## src/rtl/wb_queue.sv

```systemverilog
// wb_queue: writeback FIFO in front of the single-port register file write side.
// Results are buffered as (dst, data) and drained one per cycle whenever decode is
// not reading the register file. Pending entries are compared against the three
// read sources to flag read-after-write hazards.
// Optional feature macro: WBQ_BYPASS_EN -- when defined, the queue forwards the
// youngest matching pending data on fwd_hitN/fwd_dataN and stall is tied low.
module wb_queue #(
    parameter int DEPTH = 4,
    parameter int DW    = 16,
    parameter int AW    = 4
) (
    input  logic                     clk,
    input  logic                     rst_n,
    input  logic                     flush,
    input  logic                     in_valid,
    output logic                     in_ready,
    input  logic [AW-1:0]            in_dst,
    input  logic [DW-1:0]            in_data,
    input  logic                     regread,
    output logic                     regwrite,
    output logic [AW-1:0]            regwritedst,
    output logic [DW-1:0]            writedata,
    input  logic [AW-1:0]            src1,
    input  logic [AW-1:0]            src2,
    input  logic [AW-1:0]            src3,
    input  logic                     srcv1,
    input  logic                     srcv2,
    input  logic                     srcv3,
`ifdef WBQ_BYPASS_EN
    output logic                     fwd_hit1,
    output logic                     fwd_hit2,
    output logic                     fwd_hit3,
    output logic [DW-1:0]            fwd_data1,
    output logic [DW-1:0]            fwd_data2,
    output logic [DW-1:0]            fwd_data3,
`endif
    output logic                     stall,
    output logic [$clog2(DEPTH):0]   count
);

    localparam int PW = $clog2(DEPTH);
    localparam int CW = PW + 1;
    localparam logic [CW-1:0] FULL = CW'(DEPTH);

    // Control state
    logic [CW-1:0] count_q, count_d;
    logic [PW-1:0] rd_ptr_q, rd_ptr_d;
    logic [PW-1:0] wr_ptr_q, wr_ptr_d;

    // Entry storage; contents are don't-care after reset, so no reset here
    logic [AW-1:0] dst_q  [DEPTH];
    logic [DW-1:0] data_q [DEPTH];

    logic push;
    logic pop;

    // Read sources gathered into arrays so the hazard scan can loop over them
    logic [AW-1:0] src_a  [3];
    logic          srcv_a [3];
    logic [2:0]    hit;
    logic [PW-1:0] slot;
`ifdef WBQ_BYPASS_EN
    logic [DW-1:0] fwd_d  [3];
`endif

    assign src_a[0]  = src1;
    assign src_a[1]  = src2;
    assign src_a[2]  = src3;
    assign srcv_a[0] = srcv1;
    assign srcv_a[1] = srcv2;
    assign srcv_a[2] = srcv3;

    // in_ready ignores a same-cycle pop: a full queue never takes a push
    assign in_ready = (count_q != FULL);
    assign push     = in_valid & in_ready & ~flush;

    // Read side has priority over the write port; flush suppresses the write
    assign regwrite    = (count_q != '0) & ~regread & ~flush;
    assign pop         = regwrite;
    assign regwritedst = (count_q != '0) ? dst_q[rd_ptr_q]  : '0;
    assign writedata   = (count_q != '0) ? data_q[rd_ptr_q] : '0;
    assign count       = count_q;

    // Next-state for pointers and occupancy
    always_comb begin
        count_d  = count_q;
        rd_ptr_d = rd_ptr_q;
        wr_ptr_d = wr_ptr_q;
        if (flush) begin
            count_d  = '0;
            rd_ptr_d = wr_ptr_q;
        end else begin
            if (push) wr_ptr_d = wr_ptr_q + 1'b1;
            if (pop)  rd_ptr_d = rd_ptr_q + 1'b1;
            case ({push, pop})
                2'b10:   count_d = count_q + 1'b1;
                2'b01:   count_d = count_q - 1'b1;
                default: count_d = count_q;
            endcase
        end
    end

    // Control registers with asynchronous reset
    always_ff @(posedge clk or negedge rst_n) begin
        if (!rst_n) begin
            count_q  <= '0;
            rd_ptr_q <= '0;
            wr_ptr_q <= '0;
        end else begin
            count_q  <= count_d;
            rd_ptr_q <= rd_ptr_d;
            wr_ptr_q <= wr_ptr_d;
        end
    end

    // Entry write on an accepted push
    always_ff @(posedge clk) begin
        if (push) begin
            dst_q[wr_ptr_q]  <= in_dst;
            data_q[wr_ptr_q] <= in_data;
        end
    end

    // Hazard scan oldest to youngest, so the last match is the youngest entry;
    // the retiring head is still pending and an incoming push is not yet visible
    always_comb begin
        hit  = '0;
        slot = '0;
`ifdef WBQ_BYPASS_EN
        for (int j = 0; j < 3; j++) fwd_d[j] = '0;
`endif
        for (int k = 0; k < DEPTH; k++) begin
            slot = rd_ptr_q + PW'(k);
            if (CW'(k) < count_q) begin
                for (int j = 0; j < 3; j++) begin
                    if (srcv_a[j] && (dst_q[slot] == src_a[j])) begin
                        hit[j] = 1'b1;
`ifdef WBQ_BYPASS_EN
                        fwd_d[j] = data_q[slot];
`endif
                    end
                end
            end
        end
    end

`ifdef WBQ_BYPASS_EN
    assign fwd_hit1  = hit[0];
    assign fwd_hit2  = hit[1];
    assign fwd_hit3  = hit[2];
    assign fwd_data1 = fwd_d[0];
    assign fwd_data2 = fwd_d[1];
    assign fwd_data3 = fwd_d[2];
    assign stall     = 1'b0;
`else
    assign stall     = |hit;
`endif

endmodule
```

## config.mk

```make
export PLATFORM = sky130hd
export DESIGN_NAME = wb_queue
export DESIGN_NICKNAME = d
export VERILOG_FILES = /design/src/rtl/wb_queue.sv
export SDC_FILE = /design/constraint.sdc
export NUM_CORES = 1
export LEC_CHECK = 0
export ABC_AREA = 1
export CAP_MARGIN = 10
export CELL_PAD_IN_SITES_DETAIL_PLACEMENT = 0
export CELL_PAD_IN_SITES_GLOBAL_PLACEMENT = 1
export CORE_AREA = 2 2 98 119
export CTS_CLUSTER_SIZE = 25
export DETAILED_ROUTE_END_ITERATION = 6
export DIE_AREA = 0 0 100 121
export PLACE_DENSITY = 0.83
export SLEW_MARGIN = 20
export SYNTH_ARGS = -nofsm -noshare
export SYNTH_HDL_FRONTEND = slang
export SYNTH_SLANG_ARGS = --single-unit
```

## constraint.sdc

```tcl
create_clock -name clk -period 6.2 [get_ports clk]
set_input_delay 1.24 -clock clk [delete_from_list [all_inputs] [get_ports clk]]
set_output_delay 1.24 -clock clk [all_outputs]
set_load 0.01 [all_outputs]
```

==> metrics, run 1 <==
core area=~0.011 mm^2; # setup viols final=0; Reg clk slew, reported paths=around 0.070 ns; slew margin rel.=around 57%; Fillers=about 990; RSZ-0062 raised after global routing=no; Clock Path Buffers=2; setup TNS=0 ns; vias in the first global route=3934; clk sinks=between 80 and 90; number of enable flip-flop cells after synthesis=80; full die area=approximately 0.012 mm^2; io pins=between 60 and 70; Max Clk Rate=223 MHz; status=complete, no violations; Hold WS=0.668 ns; Critical Path Fanout Max=a little over 40; Synth area leaders=edfxtp_1 (49%), nand2_1 (13%), nand3_1 (8.7%); leakage=about 2.5 nW; CTS tree=yes; cell area after synthesis=0.00486 mm^2; Yosys warning count=0; Clk Latency, worst-skew pair=between 0.3 and 0.4 ns; WP data arrival=around 3.2 ns; count of cell types in the netlist=27; Syn-to-layout area delta=20.9%; endpoints failing hold=0; Worst EP required=between 4 and 5 ns; Iteration-0 DRC Markers=around 210; final core occ=a little over half; global route overflow=0; Synth top area share=roughly 50%; max cap viols=0; Rows=42; I/O Buffers=65; CTS-repair resized insts=0; placed cell areas=~0.0056 mm^2; crit path time final=around 4.5 ns; post-CTS setup buffer count=0; Top FF cell, synth=edfxtp_1; CP Class=reg -> out; largest net degree at the start of global routing=42; synth cell count leaders=nand2_1 (170), nand3_1 (84), edfxtp_1 (80), inv_1 (47), nor2_1 (45); Initial Utilization=44.5%; Hold Buf Count CTS=0; antenna viol nets, final=0; DP HPWL=roughly 8300 um; via count=3945; Hold Path Class=reg -> reg; final std cells w/o fill=around 750; via-per-instance ratio=5.25; Seq/Total Area, Yosys=between 50% and 60%; Post-Synthesis Cells=553; Post-Syn Area per Cell=8.79 um^2; die width=around 100 um; Syn Nets=around 600; fin crit share=just over 70%; Antenna diodes=0; DR pass1 iterations=5; Remaining DRCs=0; cell taking the most area after synthesis=edfxtp_1; nets@finish=~660; global-route wire length before repair=approximately 19000 um; VDD IR max=~0.26 mV; Synth Register Bits=87; fin area=0.00587 mm^2; Max H-tree Level=3; Clock Skew=~0.009 ns; layout cells sized above 1=around 7%; GRT Total Usage=approximately 20%; most common cell in the synthesized netlist=nand2_1; root buffer selected by CTS=clkbuf_16; initial antenna violation count=0; Startpoint Class=flip-flop; routability-driven placement congestion ratio=0.887; TritonCTS Buffers=9; Power Density=between 400 and 500 mW/mm^2; Post-synth ARST share=slightly above 8%; critical path endpoint category=output pin; dpl cells=around 740; WL per Instance=approximately 16 um; final wirelength=between 10000 and 15000 um; Worst Max-Slew Pin Slew=between 0.6 and 0.7 ns; fin. max-slew vios=0; DIE HEIGHT=121 um
## placed cells by master, fill, tap and decap left out, types with 8 or more instances in the layout
cell / count
nand2_1: 170
nand3_1: 84
edfxtp_1: 80
clkdlybuf4s50_1: 65
inv_1: 47
nor2_1: 43
xor2_1: 19
a22oi_1: 16
a31oi_1: 16
nand2_2: 11
clkbuf_16: 9
ha_1: 8
## through the flow
| step | worst slack [ns] | power (mW) |
|---|---|---|
| finish | 1.72 | 2.67 |
| detailed placement | 1.80 | 2.19 |
| CTS | 1.68 | 2.69 |
| floorplan | 2.94 | 1.73 |
| global route | 1.41 | 2.87 |
| global placement | 1.78 | 2.19 |
## metal layers
layer  GRT usage (%)  vias up  part of all wire (%)
met5               0        -                     0
met3            4.21       26                   5.2
li1                -     1980                     -
met4            8.65        0                   3.0
met1            23.8     1806                    41
met2            36.6      133                    50
## final timing paths
check,startpoint,endpoint,slack [ns],depth (start not counted)
setup / recovery,rd_ptr_q[0],stall,1.72,16
hold / removal,wr_ptr_q[1],wr_ptr_q[1],0.67,2
setup reg to reg,count[0],count[2],4.15,10
hold reg to reg,wr_ptr_q[1],wr_ptr_q[1],0.67,2
max in group asynchronous,rst_n,rd_ptr_q[1],4.77,1
min in group asynchronous,rst_n,count[1],1.16,1
## registers in the layout, summed over array words and instances, names as in the netlist
register and count:
count 3, data_q 64, dst_q 16, rd_ptr_q 2, wr_ptr_q 2
## area by class of cell
cell class	count	area, um^2	area share [%]
clock buffers	9	225	3.83
well taps	132	165	2.81
flip-flops and latches	87	2580	43.9
repair buffers	71	696	11.8
clock inverters	7	56.3	0.959
inverters	51	199	3.39
multi-input cells	394	1950	33.3
## cells by family after synthesis
group	count (synthesis)	share of synthesized area, %
AND/OR/NAND/NOR	316	28.0
adder cells (fa/ha/maj)	8	2.06
XOR/XNOR	19	3.42
buffers and inverters	72	6.87
AO/OA/AOI/OAI	51	6.64
flip-flops	87	53.0
## report_power, final
part / total, mW / switching, mW / internal (mW) / leakage (nW)
combinational: 1.38 / 0.870 / 0.514 / 1.52
clock: 0.500 / 0.224 / 0.276 / 0.132
sequential: 0.789 / 0.0724 / 0.717 / 0.810
## critical path, cell delays in order, from the launching register on
cell and delay [ns]:
dfrtp_1 0.50, buf_4 0.43, inv_4 0.29, nand2_2 0.15, nand2_4 0.15, nand2_1 0.11
nand2_1 0.09, nand2_1 0.06, nand2_1 0.05, nor2_1 0.16, nand3_1 0.10, nand2_1 0.07
nand2_1 0.05, nand2_1 0.05, nor2_1 0.04, nand2_1 0.05, clkdlybuf4s50_1 0.52
Power figures use the tool's default switching activity.
==> inputs of run 2 (changes only) <==
--- a/config.mk
+++ b/config.mk
@@ -9,11 +9,11 @@
 export CAP_MARGIN = 10
 export CELL_PAD_IN_SITES_DETAIL_PLACEMENT = 0
 export CELL_PAD_IN_SITES_GLOBAL_PLACEMENT = 1
-export CORE_AREA = 2 2 98 119
+export CORE_AREA = 2 2 102 123
 export CTS_CLUSTER_SIZE = 25
 export DETAILED_ROUTE_END_ITERATION = 6
-export DIE_AREA = 0 0 100 121
-export PLACE_DENSITY = 0.83
+export DIE_AREA = 0 0 104 125
+export PLACE_DENSITY = 0.78
 export SLEW_MARGIN = 20
 export SYNTH_ARGS = -nofsm -noshare
 export SYNTH_HDL_FRONTEND = slang
==> constraint.sdc (replaced) <==
create_clock -name clk -period 4.7 [get_ports clk]
set_input_delay 0.94 -clock clk [delete_from_list [all_inputs] [get_ports clk]]
set_output_delay 0.94 -clock clk [all_outputs]
set_load 0.01 [all_outputs]
==> run 2 against run 1 <==
Clock skew is 0.00077 ns higher. Die area is 7.4% higher. Critical path depth is 2 lower. Cell count is 4.0% higher. Sequential share of layout area is 0.53 points lower. Utilization is 3.8 points lower. Total power is 35% higher.
==> metrics, run 2 (synthesis gave the netlist of run 1 again) <==
io pins=66 (unchanged); Antenna diodes=0 (unchanged); final wirelength=12100 um (+1.6%); WL per Instance=15.5 um (-2.3%); fin crit share=81.7%; # setup viols final=0 (unchanged); Critical Path Fanout Max=43 (+4.9%); slew margin rel.=59.6% (+3.0 points); switch share=43.0% (-0.63 points); nets@finish=663 (+0.15%); dpl cells=765 (+4.1%); sequential cell fraction of total power=27.5% (-2.0 points); root buffer selected by CTS=clkbuf_16; critical path endpoint category=output pin; Worst EP required=3.76 ns (-1.20 ns); Startpoint Class=flip-flop; Syn-to-layout area delta=22.3%; VDD IR max=0.292 mV (+13%); full die area=0.0130 mm^2 (+7.4%); CTS tree=yes; Reg with most FFs=data_q; commonest non-fill, non-tap cell in the layout=nand2_1; WP data arrival=2.90 ns (-0.34 ns); global-route wire length before repair=19300 um (+2.1%); CP Class=reg -> out; worst r2r path cells=10 (unchanged); Clk Latency, worst-skew pair=0.34 ns (about the same); via count=3959 (+0.35%); internal power=2.05 mW (+36%); clock group share of total power=20.0% (+1.3 points); Initial Utilization=40.9% (-3.6 points); NetSw=1.55 mW (+33%); Worst Max-Slew Pin Slew=0.605 ns (-0.0459 ns); final std cells w/o fill=781 (+4.0%); Reg clk slew, reported paths=0.07 ns (about the same); endpoints failing hold=0 (unchanged); Max Clk Rate=260 MHz; Hold Path Class=reg -> reg; Critical Path Most Common Cell=nand2_1; Hold WS=0.649 ns (-0.0199 ns); core area=0.0119 mm^2 (+8.8%); DR pass1 iterations=4 (-1); I/O Buffers=65 (unchanged); status=complete, no violations; antenna viol nets, final=0 (unchanged); routability-driven placement congestion ratio=0.908 (+2.3%); total power=3.60 mW (+35%); Max H-tree Level=3 (unchanged); TritonCTS Buffers=9 (unchanged); largest net degree at the start of global routing=44 (+4.8%); Hold Buf Count CTS=0 (unchanged); worst setup margin=0.860 ns (-0.858 ns); Remaining DRCs=0 (unchanged); Gate power share=52.4% (+0.6 points); RSZ-0062 raised after global routing=no; Fillers=1123 (+13%); Clock Path Buffers=2 (unchanged); fin. max-slew vios=0 (unchanged); leakage=2.48 nW (+1.1%); initial antenna violation count=0 (unchanged); Power Density=606 mW/mm^2 (+33%); DP HPWL=8360 um (+0.60%); DIE HEIGHT=125 um (+3.3%); hold path depth=2 (unchanged); Rows=44 (+4.8%); die width=104 um (+4.0%); crit path cell chain=buf_4, nand2_1, nand2_4, nand2_1, nand3_1, nand3_1, nor2_1, nand2_1, nand2_1, nand2_1, nand2_1, inv_1, nand2_1, clkdlybuf4s50_1; clk sinks=87 (unchanged); dpl ws=0.947 ns (-0.857 ns); via-per-instance ratio=5.07 (-3.5%); global route overflow=0 (unchanged); crit path time final=approximately 3.8 ns; CTS-repair resized insts=0 (unchanged); max FFs per register=64 (unchanged); Iteration-0 DRC Markers=191 (-10%); setup TNS=0 ns (unchanged); layout cells sized above 1=7.10% (+0.15 points); post-CTS setup buffer count=0 (unchanged); placed cell areas=0.00563 mm^2 (+0.78%); GRT Total Usage=19.0% (-1.6 points); most frequent cells in the layout=nand2_1 (170), nand3_1 (84), edfxtp_1 (80); Critical Path Max Stage Delay=0.52 ns (about the same); fin area=0.00594 mm^2 (+1.2%); Clock Skew=0.00994 ns (+0.000775 ns); vias in the first global route=3885 (-1.2%); final core occ=50.0% (-3.8 points); max cap viols=0 (unchanged); critical path's slowest cell=clkdlybuf4s50_1
-- run 2: worst paths after layout --
kind                                to   startpoint  slack [ns]
max                              stall  rd_ptr_q[0]        0.86
min                        wr_ptr_q[1]  wr_ptr_q[1]        0.65
max reg2reg                   count[2]     count[0]        2.62
min reg2reg                wr_ptr_q[1]  wr_ptr_q[1]        0.65
max in group asynchronous     count[2]        rst_n        3.55
min in group asynchronous  wr_ptr_q[0]        rst_n        0.88
-- run 2: power groups by stage --
| stage | clock (mW) | sequential (mW) | combinational (mW) |
|---|---|---|---|
| after floorplan | 0 | 1.00 | 1.28 |
| after global routing | 0.768 | 0.999 | 2.11 |
| after CTS | 0.733 | 0.992 | 1.91 |
| after detailed placement | 0 | 1.01 | 1.90 |
| after global placement | 0 | 1.00 | 1.90 |
| final | 0.722 | 0.991 | 1.89 |
-- run 2: per-layer routing --
| metal | GRT usage (%) | vias to the layer above | wire [um] |
|---|---|---|---|
| met5 | 0 | - | 0 |
| met2 | 33.9 | 102 | 6120 |
| met1 | 22.3 | 1846 | 5120 |
| met3 | 3.81 | 25 | 523 |
| met4 | 7.55 | 0 | 334 |
| li1 | - | 1986 | - |
-- run 2: critical path, delay by kind of cell (launching register included) --
family / cells / cell delay [ns]
DFF: 1 / 0.39
and+or+nand+nor: 11 / 1.18
buffers and inverters: 3 / 0.98
-- run 2: cell type report --
type | instances | area (um^2) | share of cell area (%)
multi-input cells | 394 | 1950 | 32.9
clock inverters | 7 | 82.6 | 1.39
inverters | 51 | 199 | 3.35
flip-flops and latches | 87 | 2580 | 43.4
well taps | 161 | 201 | 3.39
clock buffers | 9 | 225 | 3.79
repair buffers | 72 | 703 | 11.8
==> inputs of run 3 (changes only) <==
==> constraint.sdc (replaced) <==
create_clock -name clk -period 4 [get_ports clk]
set_input_delay 0.8 -clock clk [delete_from_list [all_inputs] [get_ports clk]]
set_output_delay 0.8 -clock clk [all_outputs]
set_load 0.01 [all_outputs]
==> run 3 against run 2 <==
Setup slack worse by 0.52 ns. Flip-flop and latch count stayed put. Hold slack improved by 0.0011 ns. Design area down 0.61%. Total power grew 15%. Critical path depth unchanged. Wire length is 0.12% higher. Die area is the same. Non-clock buffer count unchanged. Utilization down 0.31 points. Clock power increased by 4.2%.
==> metrics, run 3 (synthesis gave the netlist of run 1 again) <==
status=complete, no violations; Remaining DRCs=0 (unchanged); Initial Utilization=40.9% (unchanged); WL per Instance=15.5 um (+0.12%); total power=4.13 mW (+15%); global route overflow=0 (unchanged); routability-driven placement congestion ratio=0.859 (-5.4%); most frequent cells in the layout=nand2_1 (170), nand3_1 (84), edfxtp_1 (80); RSZ-0062 raised after global routing=no; Max H-tree Level=3 (unchanged); DR pass1 iterations=5 (+1); final std cells w/o fill=781 (unchanged); Critical Path Max Stage Delay=0.52 ns (about the same); Syn-to-layout area delta=21.5%; final wirelength=12100 um (+0.12%); vias in the first global route=3857 (-0.72%); max cap viols=0 (unchanged); WP data arrival=2.86 ns (-0.04 ns); Hold Path Class=reg -> reg; slew margin rel.=58.1% (-1.5 points); endpoints failing hold=0 (unchanged); # setup viols final=0 (unchanged); Fillers=1144 (+1.9%); Antenna diodes=0 (unchanged); Worst Max-Slew Pin Slew=0.628 ns (+0.0229 ns); hold path depth=2 (unchanged); Worst EP required=3.20 ns (-0.56 ns); r2r endpoint=count[2]; CTS-repair resized insts=0 (unchanged); via count=3939 (-0.51%); TritonCTS Buffers=9 (unchanged); Clk Latency, worst-skew pair=0.33 ns (about the same); Max Clk Rate=273 MHz; Startpoint Class=flip-flop; full die area=0.0130 mm^2 (unchanged); crit path time final=between 3 and 4 ns; DIE HEIGHT=125 um (unchanged); leakage=2.46 nW (-0.91%); max FFs per register=64 (unchanged); layout cells sized above 1=6.94% (-0.16 points); worst setup path endpoint=stall; Reg with most FFs=data_q; Clock Skew=0.00811 ns (-0.00183 ns); worst r2r path cells=10 (unchanged); I/O Buffers=65 (unchanged); VDD IR max=0.396 mV (+36%); nets@finish=663 (unchanged); Multi-input gate area=0.00195 mm^2 (unchanged); Rows=44 (unchanged); Power Density=699 mW/mm^2 (+15%); critical path endpoint category=output pin; Hold Buf Count CTS=0 (unchanged); CP Class=reg -> out; post-CTS setup buffer count=0 (unchanged); Clock Path Buffers=2 (unchanged); via-per-instance ratio=5.04 (-0.51%); setup TNS=0 ns (unchanged); antenna viol nets, final=0 (unchanged); core area=0.0119 mm^2 (unchanged); Critical path origin=rd_ptr_q[0]; dpl cells=765 (unchanged); fin crit share=between 90% and 100%; Critical Path Fanout Max=43 (unchanged); die width=104 um (unchanged); DP HPWL=8430 um (+0.86%); fin. max-slew vios=0 (unchanged); GRT Total Usage=18.8% (-0.20 points); critical path's slowest cell=clkdlybuf4s50_1; FF-to-FF setup slack=1.94 ns (-0.68 ns); root buffer selected by CTS=clkbuf_16; io pins=66 (unchanged); largest net degree at the start of global routing=44 (unchanged); global-route wire length before repair=19000 um (-1.4%); Iteration-0 DRC Markers=180 (-5.8%); CTS tree=yes; initial antenna violation count=0 (unchanged); crit path cell chain=buf_4, nand2_1, nand2_4, nand2_1, nand2_2, nor2_1, nor2_1, nand3_1, nand2_1, nand2_1, nand2_1, nor2_1, nand2_1, clkdlybuf4s50_1; FF+latch area=0.00258 mm^2 (unchanged); Hold Crit Start=wr_ptr_q[1]; reg2reg start=count[0]; Reg clk slew, reported paths=0.07 ns (about the same); Critical Path Most Common Cell=nand2_1; clk sinks=87 (unchanged); commonest non-fill, non-tap cell in the layout=nand2_1
run 3: worst min path at each step:
stage | to | slack [ns]
6_report | wr_ptr_q[1] | 0.65
5_1_grt | wr_ptr_q[1] | 0.68
4_1_cts | wr_ptr_q[1] | 0.64
3_5_place_dp | wr_ptr_q[1] | 0.63
3_3_place_gp | wr_ptr_q[1] | 0.63
2_1_floorplan | count[0] | 0.50
run 3: power breakdown:
group | total [mW] | switching [mW] | internal [mW]
Sequential | 1.19 | 0.0791 | 1.11
Clock | 0.752 | 0.333 | 0.420
Combinational | 2.19 | 1.38 | 0.803
run 3: final cells by class:
class | count | share of cell area (%)
sequential | 87 | 43.6
tap | 161 | 3.41
timing repair buffer | 72 | 11.9
inverter | 51 | 3.37
clock inverter | 7 | 0.784
multi-input combinational | 394 | 33.1
clock buffer | 9 | 3.81
run 3: metrics by stage:
step	instance area (um^2)	worst slack [ns]	hold slack (ns)	util, %
global placement	5630	0.471	0.627	47.4
detailed placement	5630	0.522	0.634	47.4
global route	5910	0.0687	0.681	49.7
CTS	5910	0.295	0.643	49.7
finish	5910	0.340	0.650	49.7
floorplan	4860	1.55	0.504	-
run 3: worst max-delay path, delay by kind of cell (launching register included):
family                 cells  cell delay (ns)
flip-flops                 1             0.39
buffers and inverters      2             0.94
AND/OR/NAND/NOR           12             1.18
run 3: per-layer routing:
layer	track usage (%)	up-vias	wire length (um)
li1	-	1987	-
met1	22.3	1816	5030
met2	33.8	117	6220
met3	3.34	19	632
met4	7.31	0	229
met5	0	-	0
